### src/rtl/rpn_stack_master_32_bit.sv
// rpn_stack_master_32_bit
//   Reverse-Polish evaluator that drives an external 32-bit stack. A token
//   stream (valid/ready) supplies operands, operators, result requests and
//   clear requests. This block keeps its own occupancy count and issues
//   single-cycle push/pop/peek strobes to the stack.
//
//   Build option: define RPN_SAT_EN to make ADD/SUB signed-saturating;
//   otherwise they wrap modulo 2^32. MUL always wraps.
//
// Ports
//   Clk_In, Reset_In         clock (posedge), asynchronous active-high reset
//   Tok_Valid_In/Ready_Out   token handshake, accepted on Valid & Ready
//   Tok_Type_In              00 operand, 01 operator, 10 result, 11 clear
//   Tok_Data_In              operand value, or opcode in [2:0]
//   Stk_Push/Pop/Peek_Out    registered one-cycle strobes to the stack
//   Stk_Data_Out             push data
//   Stk_Data_In              stack read data, valid while pop/peek is high
//   Stk_Empty_In/Full_In     stack status
//   Result_Out/Valid_Out     top-of-stack value, one-cycle valid pulse
//   Err_Overflow_Out         sticky: operand dropped on a full stack
//   Err_Underflow_Out        sticky: operator/result with too few entries
module rpn_stack_master_32_bit #(
  parameter int STACK_DEPTH = 8,
  parameter int CNT_W       = 4
) (
  input  logic        Clk_In,
  input  logic        Reset_In,
  input  logic        Tok_Valid_In,
  output logic        Tok_Ready_Out,
  input  logic [1:0]  Tok_Type_In,
  input  logic [31:0] Tok_Data_In,
  output logic        Stk_Push_Out,
  output logic        Stk_Pop_Out,
  output logic        Stk_Peek_Out,
  output logic [31:0] Stk_Data_Out,
  input  logic [31:0] Stk_Data_In,
  input  logic        Stk_Empty_In,
  input  logic        Stk_Full_In,
  output logic [31:0] Result_Out,
  output logic        Result_Valid_Out,
  output logic        Err_Overflow_Out,
  output logic        Err_Underflow_Out
);

  typedef enum logic [3:0] {
    S_IDLE, S_PUSH, S_POP_B, S_CAP_B, S_POP_A, S_CAP_A, S_EXEC,
    S_PEEK, S_CAP_R, S_CLR_POP, S_CLR_WAIT
  } state_t;

  localparam logic [CNT_W-1:0] CNT_FULL = CNT_W'(STACK_DEPTH);
  localparam logic [CNT_W-1:0] CNT_ONE  = CNT_W'(1);
  localparam logic [CNT_W-1:0] CNT_TWO  = CNT_W'(2);

  state_t           state;
  logic [CNT_W-1:0] count;
  logic [2:0]       opcode;
  logic [31:0]      opnd_a, opnd_b, peek_q;
  logic [31:0]      sum_w, dif_w, alu_y;

  assign Tok_Ready_Out = (state == S_IDLE);

  // A is the deeper entry, B the former top: result = A op B.
  always_comb begin
    sum_w = opnd_a + opnd_b;
    dif_w = opnd_a - opnd_b;
`ifdef RPN_SAT_EN
    // Signed overflow: operands agree (add) / differ (sub) in sign and the
    // result sign departs from A. Clamp toward A's sign.
    if ((opnd_a[31] == opnd_b[31]) && (sum_w[31] != opnd_a[31]))
      sum_w = opnd_a[31] ? 32'h8000_0000 : 32'h7FFF_FFFF;
    if ((opnd_a[31] != opnd_b[31]) && (dif_w[31] != opnd_a[31]))
      dif_w = opnd_a[31] ? 32'h8000_0000 : 32'h7FFF_FFFF;
`endif
    alu_y = opnd_a;
    case (opcode)
      3'd0: alu_y = sum_w;
      3'd1: alu_y = dif_w;
      3'd2: alu_y = opnd_a * opnd_b;
      3'd3: alu_y = opnd_a & opnd_b;
      3'd4: alu_y = opnd_a | opnd_b;
      3'd5: alu_y = opnd_a ^ opnd_b;
      default: alu_y = opnd_a;
    endcase
  end

  always_ff @(posedge Clk_In or posedge Reset_In) begin
    if (Reset_In) begin
      state             <= S_IDLE;
      count             <= '0;
      opcode            <= '0;
      opnd_a            <= '0;
      opnd_b            <= '0;
      peek_q            <= '0;
      Stk_Push_Out      <= 1'b0;
      Stk_Pop_Out       <= 1'b0;
      Stk_Peek_Out      <= 1'b0;
      Stk_Data_Out      <= '0;
      Result_Out        <= '0;
      Result_Valid_Out  <= 1'b0;
      Err_Overflow_Out  <= 1'b0;
      Err_Underflow_Out <= 1'b0;
    end else begin
      // Strobes and the result pulse are single-cycle by default.
      Stk_Push_Out     <= 1'b0;
      Stk_Pop_Out      <= 1'b0;
      Stk_Peek_Out     <= 1'b0;
      Result_Valid_Out <= 1'b0;
      case (state)
        S_IDLE: begin
          if (Tok_Valid_In) begin
            case (Tok_Type_In)
              2'b00: begin
                if ((count == CNT_FULL) || Stk_Full_In) begin
                  Err_Overflow_Out <= 1'b1;
                end else begin
                  Stk_Push_Out <= 1'b1;
                  Stk_Data_Out <= Tok_Data_In;
                  count        <= count + CNT_ONE;
                  state        <= S_PUSH;
                end
              end
              2'b01: begin
                if (count < CNT_TWO) begin
                  Err_Underflow_Out <= 1'b1;
                end else begin
                  opcode      <= Tok_Data_In[2:0];
                  Stk_Pop_Out <= 1'b1;
                  count       <= count - CNT_ONE;
                  state       <= S_POP_B;
                end
              end
              2'b10: begin
                // Either view of "empty" suppresses the peek.
                if ((count == '0) || Stk_Empty_In) begin
                  Result_Out        <= '0;
                  Result_Valid_Out  <= 1'b1;
                  Err_Underflow_Out <= 1'b1;
                end else begin
                  Stk_Peek_Out <= 1'b1;
                  state        <= S_PEEK;
                end
              end
              default: begin
                if (count == '0) begin
                  Err_Overflow_Out  <= 1'b0;
                  Err_Underflow_Out <= 1'b0;
                end else begin
                  Stk_Pop_Out <= 1'b1;
                  count       <= count - CNT_ONE;
                  state       <= S_CLR_POP;
                end
              end
            endcase
          end
        end
        S_PUSH: state <= S_IDLE;
        // Read data is valid while the pop strobe is high; it is captured
        // on the edge that enters the matching CAP_* state.
        S_POP_B: begin
          opnd_b <= Stk_Data_In;
          state  <= S_CAP_B;
        end
        S_CAP_B: begin
          Stk_Pop_Out <= 1'b1;
          count       <= count - CNT_ONE;
          state       <= S_POP_A;
        end
        S_POP_A: begin
          opnd_a <= Stk_Data_In;
          state  <= S_CAP_A;
        end
        S_CAP_A: begin
          Stk_Push_Out <= 1'b1;
          Stk_Data_Out <= alu_y;
          count        <= count + CNT_ONE;
          state        <= S_EXEC;
        end
        S_EXEC: state <= S_IDLE;
        S_PEEK: begin
          peek_q <= Stk_Data_In;
          state  <= S_CAP_R;
        end
        S_CAP_R: begin
          Result_Out       <= peek_q;
          Result_Valid_Out <= 1'b1;
          state            <= S_IDLE;
        end
        S_CLR_POP: state <= S_CLR_WAIT;
        S_CLR_WAIT: begin
          if (count == '0) begin
            Err_Overflow_Out  <= 1'b0;
            Err_Underflow_Out <= 1'b0;
            state             <= S_IDLE;
          end else begin
            Stk_Pop_Out <= 1'b1;
            count       <= count - CNT_ONE;
            state       <= S_CLR_POP;
          end
        end
        default: state <= S_IDLE;
      endcase
    end
  end

endmodule
### config.mk
export PLATFORM = sky130hd
export DESIGN_NAME = rpn_stack_master_32_bit
export DESIGN_NICKNAME = d
export VERILOG_FILES = /design/src/rtl/rpn_stack_master_32_bit.sv
export SDC_FILE = /design/constraint.sdc
export NUM_CORES = 2
export LEC_CHECK = 0
export BUFFER_PORTS_ARGS = -buffer_cell sky130_fd_sc_hd__buf_2
export CORE_MARGIN = 1
export CORE_UTILIZATION = 60
export CTS_BUF_LIST = sky130_fd_sc_hd__clkbuf_8
export DETAILED_ROUTE_END_ITERATION = 8
export PLACE_DENSITY = 0.78
export SLEW_MARGIN = 20
export SYNTH_ARGS = -nofsm -noshare
export SYNTH_HDL_FRONTEND = slang
export SYNTH_SLANG_ARGS = --single-unit
### constraint.sdc
create_clock -name Clk_In -period 8.5 [get_ports Clk_In]
set_clock_uncertainty 0.2 [all_clocks]
set_input_delay 0 -clock Clk_In [delete_from_list [all_inputs] [get_ports Clk_In]]
set_output_delay 0 -clock Clk_In [all_outputs]
set_load 0.05 [all_outputs]
# ---- Word-level counts from Yosys, hierarchy flattened
# Cells that the tools add are included.
dict set report totals {
  register_bits 177
  input_bits 71
  out_inout_bits 71
  word_cells 125
}
dict set report classes {
  add_sub_neg 4
  multipliers 1
  magnitude_cmp 1
  n_eq_ne 31
  mux 51
  bitwise 4
  n_reduce_logical 19
}
# operator count
set ops {}
lappend ops {{$mux 32} 6}
lappend ops {{$pmux 32 s6} 1}
lappend ops {{$pmux 32 s2} 2}
lappend ops {{$mux 4} 10}
lappend ops {{$add 32x32->32} 1}
lappend ops {{$and 32x32->32} 1}
lappend ops {{$mul 32x32->32} 1}
lappend ops {{$or 32x32->32} 1}
lappend ops {{$pmux 4 s8} 1}
lappend ops {{$sub 32x32->32} 1}
lappend ops {{$xor 32x32->32} 1}
lappend ops {{$pmux 4 s3} 2}
lappend ops {{$mux 1} 20}
lappend ops {{$ne 3x3->1 const B} 6}
lappend ops {{$eq 4x4->1 const B} 4}
lappend ops {{$pmux 4 s4} 1}
lappend ops {{$reduce_and 4->1} 4}
lappend ops {{$reduce_and 5->1} 3}
lappend ops {{$eq 4x3->1 const B} 3}
lappend ops {{$pmux 1 s2} 6}
lappend ops {{$ne 2x2->1 const B} 5}
lappend ops {{$eq 4x2->1 const B} 2}
lappend ops {{$logic_not 4->1} 2}
lappend ops {{$eq 3x2->1 const B} 2}
lappend ops {{other kinds (17)} 25}

# ---- Longest topological paths before layout
dict set report depth {
  depth_word 6
  depth_mapped 29
  ltp_nobuf 26
}

# ---- Least setup slack after synthesis
# Ideal clock, no wire load.
dict set report synth_path {
  kind {flip-flop to flip-flop}
  start {register opnd_b[2]}
  end {register Stk_Data_Out[30]}
  setup_time_ps 135
  arrival_time_ps 7290
  required_ps 8165
  path_slack_ps 875
  path_stages_with_launch 26
  path_buffers 2
  period_less_slack_ps 7625
  cell_sequence {dfrtp_1 clkbuf_1 inv_1 buf_1 nor2_1 fa_1 inv_1 fa_1 fa_1 fa_1 inv_1 fa_1 inv_1 fa_1 inv_1 fa_1 fa_1 ha_1 a21o_1 a2111oi_0 a21oi_1 a2111oi_4 nor4_1 a2111oi_2 xor2_1 o211ai_1}
}
dict set report synth_via {
  elab_chain_len 3
  elab_cells_between_ends 5
  cone_classes {add/sub: 2; mul: 1; mux: 2}
}
# element line_no
set synth_rtl {}
lappend synth_rtl {{from (decl)} 57} ;# logic [31:0] opnd_a, opnd_b, peek_q;
lappend synth_rtl {{from (signal assigned)} 160} ;# opnd_b <= Stk_Data_In;
lappend synth_rtl {{$mul 32x32->32, or another cell as far along} 78} ;# 3'd2: alu_y = opnd_a * opnd_b;
lappend synth_rtl {{$pmux 32 s6 *} 75} ;# case (opcode)
lappend synth_rtl {{$pmux 32 s2 *} 108} ;# case (state)
lappend synth_rtl {{to (signal assigned)} 117} ;# Stk_Data_Out <= Tok_Data_In;
lappend synth_rtl {{to (signal assigned)} 174} ;# Stk_Data_Out <= alu_y;
lappend synth_rtl {{to (decl)} 35} ;# output logic [31:0] Stk_Data_Out,
# Every way passes the cells marked *; elsewhere a longest branch is shown, timed or not.
# A chain may end at the register's enable or synchronous reset.

# ---- Final worst setup path
dict set report layout_path {
  start {register opnd_a[2]}
  end {register Stk_Data_Out[31]}
}
dict set report layout_via {
  elab_chain_len 3
  elab_cells_between_ends 5
  cone_classes {add/sub: 2; mul: 1; mux: 2}
}
# element line_no
set layout_rtl {}
lappend layout_rtl {{from (decl)} 57}
lappend layout_rtl {{from (signal assigned)} 169} ;# opnd_a <= Stk_Data_In;
lappend layout_rtl {{$mul 32x32->32, or another cell as far along} 78}
lappend layout_rtl {{$pmux 32 s6 *} 75}
lappend layout_rtl {{$pmux 32 s2 *} 108}
# Marks and branches as above.

==> key figures <==
Worst setup path
  – Reg2Reg Launch Point: opnd_a[2]$_DFFE_PP0P_
  – Slowest CP cell: inv_1
  – Critical path peak fanout: 9
  – Max incr delay on CP: 0.73 ns
  – Startpoint types: flip-flop
  – CP Cell Sequence: inv_1 -> nor2_1 -> fa_1 -> fa_1 -> fa_1 -> inv_1 -> fa_1 -> inv_1 -> fa_1 -> ha_1 -> fa_1 -> fa_1 -> ha_1 -> nand3_1 -> a2111oi_0 -> buf_4 -> o21ai_0 -> a41oi_1 -> a31oi_1 -> xnor2_1 -> buf_4 -> a221oi_2 -> a311oi_2
  – Critical path endpoint category: flip-flop
  – Worst setup path startpoint: opnd_a[2]$_DFFE_PP0P_
  – Arrival @ worst endpoint: 8.26 ns
  – Worst Path Required: 8.66 ns
  – CP Class: flip-flop to flip-flop
  – CP dominant cell by count: fa_1

Synth
  – Gate Count Post-Synth: 3056
  – Synthesized net count: 3763
  – Area share of the largest cell type after synthesis: 30.6%
  – Synth Cell Area: 26800 um2
  – Most frequent cell after synthesis: inv_1
  – EDFF count, synth: 0
  – Commonest cells in the netlist: inv_1, fa_1, nand2_1
  – Synth Flop Type: dfrtp_1
  – Syn Area/Cell: 8.76 um2
  – Yosys top cell by area: fa_1
  – Count of cell types in the netlist: 78
  – FF+latch count, synth: 177
  – Post-synthesis sequential area ratio: 16.5%
  – Area contributors post-synth: fa_1, dfrtp_1, ha_1
  – Synth Warn #: 0
  – Post-synth ARST share: 100%

STA
  – Max transition margin: 33.6%
  – Fmax achieved: 123 MHz
  – Worst-margin pin slew: 0.995 ns
  – RSZ-0062 raised after global routing: false
  – Total negative slack: 0 ns
  – Final Cycle Share: 95.3%
  – Setup violations, final: 0
  – Final hold viol count: 0
  – Final Critical Period: 8.10 ns
  – Max-slew violations: 0

Detailed routing
  – Total wire length: 106000 um
  – 1st-pass router iterations: 8
  – Vias: 24298
  – DR vias/cell: 6.25
  – Drt wl/cell: 27.2 um
  – Drt initial violations: 2724
  – Final ANT Viol Nets: 0
  – DRC Markers: 0

Global routing
  – Number of global-route vias before repair: 25143
  – Grt total ovfl: 0
  – First-pass GRT wire length: 157000 um
  – Initial antenna violation count: 4
  – Largest net degree at the start of global routing: 73
  – GRT Util Overall: 48.3%

Layout
  – Storage cell area: 4430 um2
  – Final nets: 3985
  – Area grow syn2layout: 11.9%
  – Ratio of cells with drive above 1 in the final layout: 12.2%
  – Area of the multi-input gates: 20000 um2
  – Fillers: 3651

Floorplanning
  – Initial Util: 60.7%
  – Std cell rows: 77
  – Io pins: 142
  – Core Box Area: 44100 um2
  – Die X: 213 um
  – Die height: 213 um
  – Die ar.: 45500 um2

CTS
  – Root Driver: clkbuf_8
  – Clock Pin Slew Worst Setup and Hold Paths: 0.11 ns
  – Total clock sinks: 177
  – Clk buf depth: 2
  – Clk Latency, worst-skew pair: 0.52 ns
  – CTS buffer count: 17
  – Post-CTS setup buffer count: 0
  – CTS tree: yes
  – Post-CTS sizing: 0
  – H-tree depth: 4

Placement
  – Gpl congestion: 1.09
  – Port Buf Inserts: 141
  – Dpl hpwl: 80600 um

Worst hold path
  – HP Start: Tok_Data_In[1]
  – Hold Path Class: input pin to flip-flop

Flow run
  – Max Cap Violations: 0

Outcome
  – Status: finished, final reports clean
## metrics by stage
step	setup slack, ns	instances	util [%]	hold WS (ns)	cell area, um2
floorplan	0.875	3056	-	-0.0832	26800
global placement	0.565	3778	65.3	-0.120	28800
detailed placement	0.599	3778	65.3	-0.100	28800
CTS	0.554	3883	67.9	0.0445	29900
global route	0.0949	3883	67.9	0.0803	30000
finish	0.400	3887	67.9	0.0768	30000
## registers in the layout (all words and copies together), names as in the netlist
signal and cells:
Result_Out 32, Stk_Data_Out 32, opnd_a 32, opnd_b 32, peek_q 32, count 4, state 4, opcode 3
Err_Overflow_Out 1, Err_Underflow_Out 1, Result_Valid_Out 1, Stk_Peek_Out 1, Stk_Pop_Out 1, Stk_Push_Out 1
## area by class of cell
type | count | area share [%]
multi-input cells | 2245 | 66.7
flip-flops and latches | 177 | 14.8
repair buffers | 369 | 8.76
inverters | 468 | 5.88
well taps | 592 | 2.47
clock buffers | 17 | 0.781
clock inverters | 15 | 0.610
diodes | 4 | 0.0334
## per-layer routing
| layer | wire length [um] | global-route usage (%) |
|---|---|---|
| met1 | 37400 | 58.9 |
| met2 | 45000 | 70.2 |
| met3 | 13900 | 16.8 |
| met4 | 9470 | 36.7 |
| met5 | 15 | 0 |
## logic make-up (layout without fill, tap and decap cells)
kind of cell,Yosys count,after routing,synth area share [%]
AND/OR/NAND/NOR,926,926,14.2
adder cells (fa/ha/maj),636,636,41.2
buffers and inverters,634,869,8.99
AO/OA/AOI/OAI,497,497,12.5
flip-flops,177,177,16.5
XOR/XNOR,133,133,4.43
multiplexers,53,53,2.20
other,0,4,0
## worst max-delay path: cells and delay by family (launching register included)
family	cells	cell delay, ns
fa+ha+maj	9	4.15
compound gates	6	1.51
simple gates	2	0.36
xor+xnor	1	0.14
flops	1	0.40
buf+inv	5	1.20
## path summary, 6_finish.rpt
check	to	slack (ns)	cells after the start
worst max-delay path	Stk_Data_Out[31]$_DFFE_PP0P_	0.40	23
worst min-delay path	opcode[1]$_DFFE_PP0P_	0.08	3
worst max register to register	Stk_Data_Out[31]$_DFFE_PP0P_	0.40	23
worst min register to register	Result_Out[30]$_DFFE_PP0P_	0.30	1
max in group asynchronous	peek_q[16]$_DFFE_PP0N_	6.23	5
min in group asynchronous	Result_Out[31]$_DFFE_PP0P_	0.47	4
## cell usage in the layout, fill, tap and decap left out, types with 18 or more instances in the layout
cell / n
mux2_2: 36
clkinv_1: 18
inv_1: 447
o21ai_0: 155
a31oi_1: 19
buf_2: 141
dfrtp_1: 174
nand3_1: 23
xor2_1: 27
nor2_1: 389
fa_1: 409
a21oi_1: 75
dlygate4sd3_1: 73
a21o_1: 30
a22o_1: 59
xnor2_1: 104
buf_4: 153
ha_1: 227
nor3_1: 30
nand2_1: 397
## timing repair
action / in CTS / in global routing
hold buffers: 73 / 0
setup endpoints to repair: 0 / 0
endpoints found under the hold margin: 192 / 0
Power is left out: the tool's default activity adds up to more than one toggle a clock period on the data nets, which glitch-free logic cannot reach.
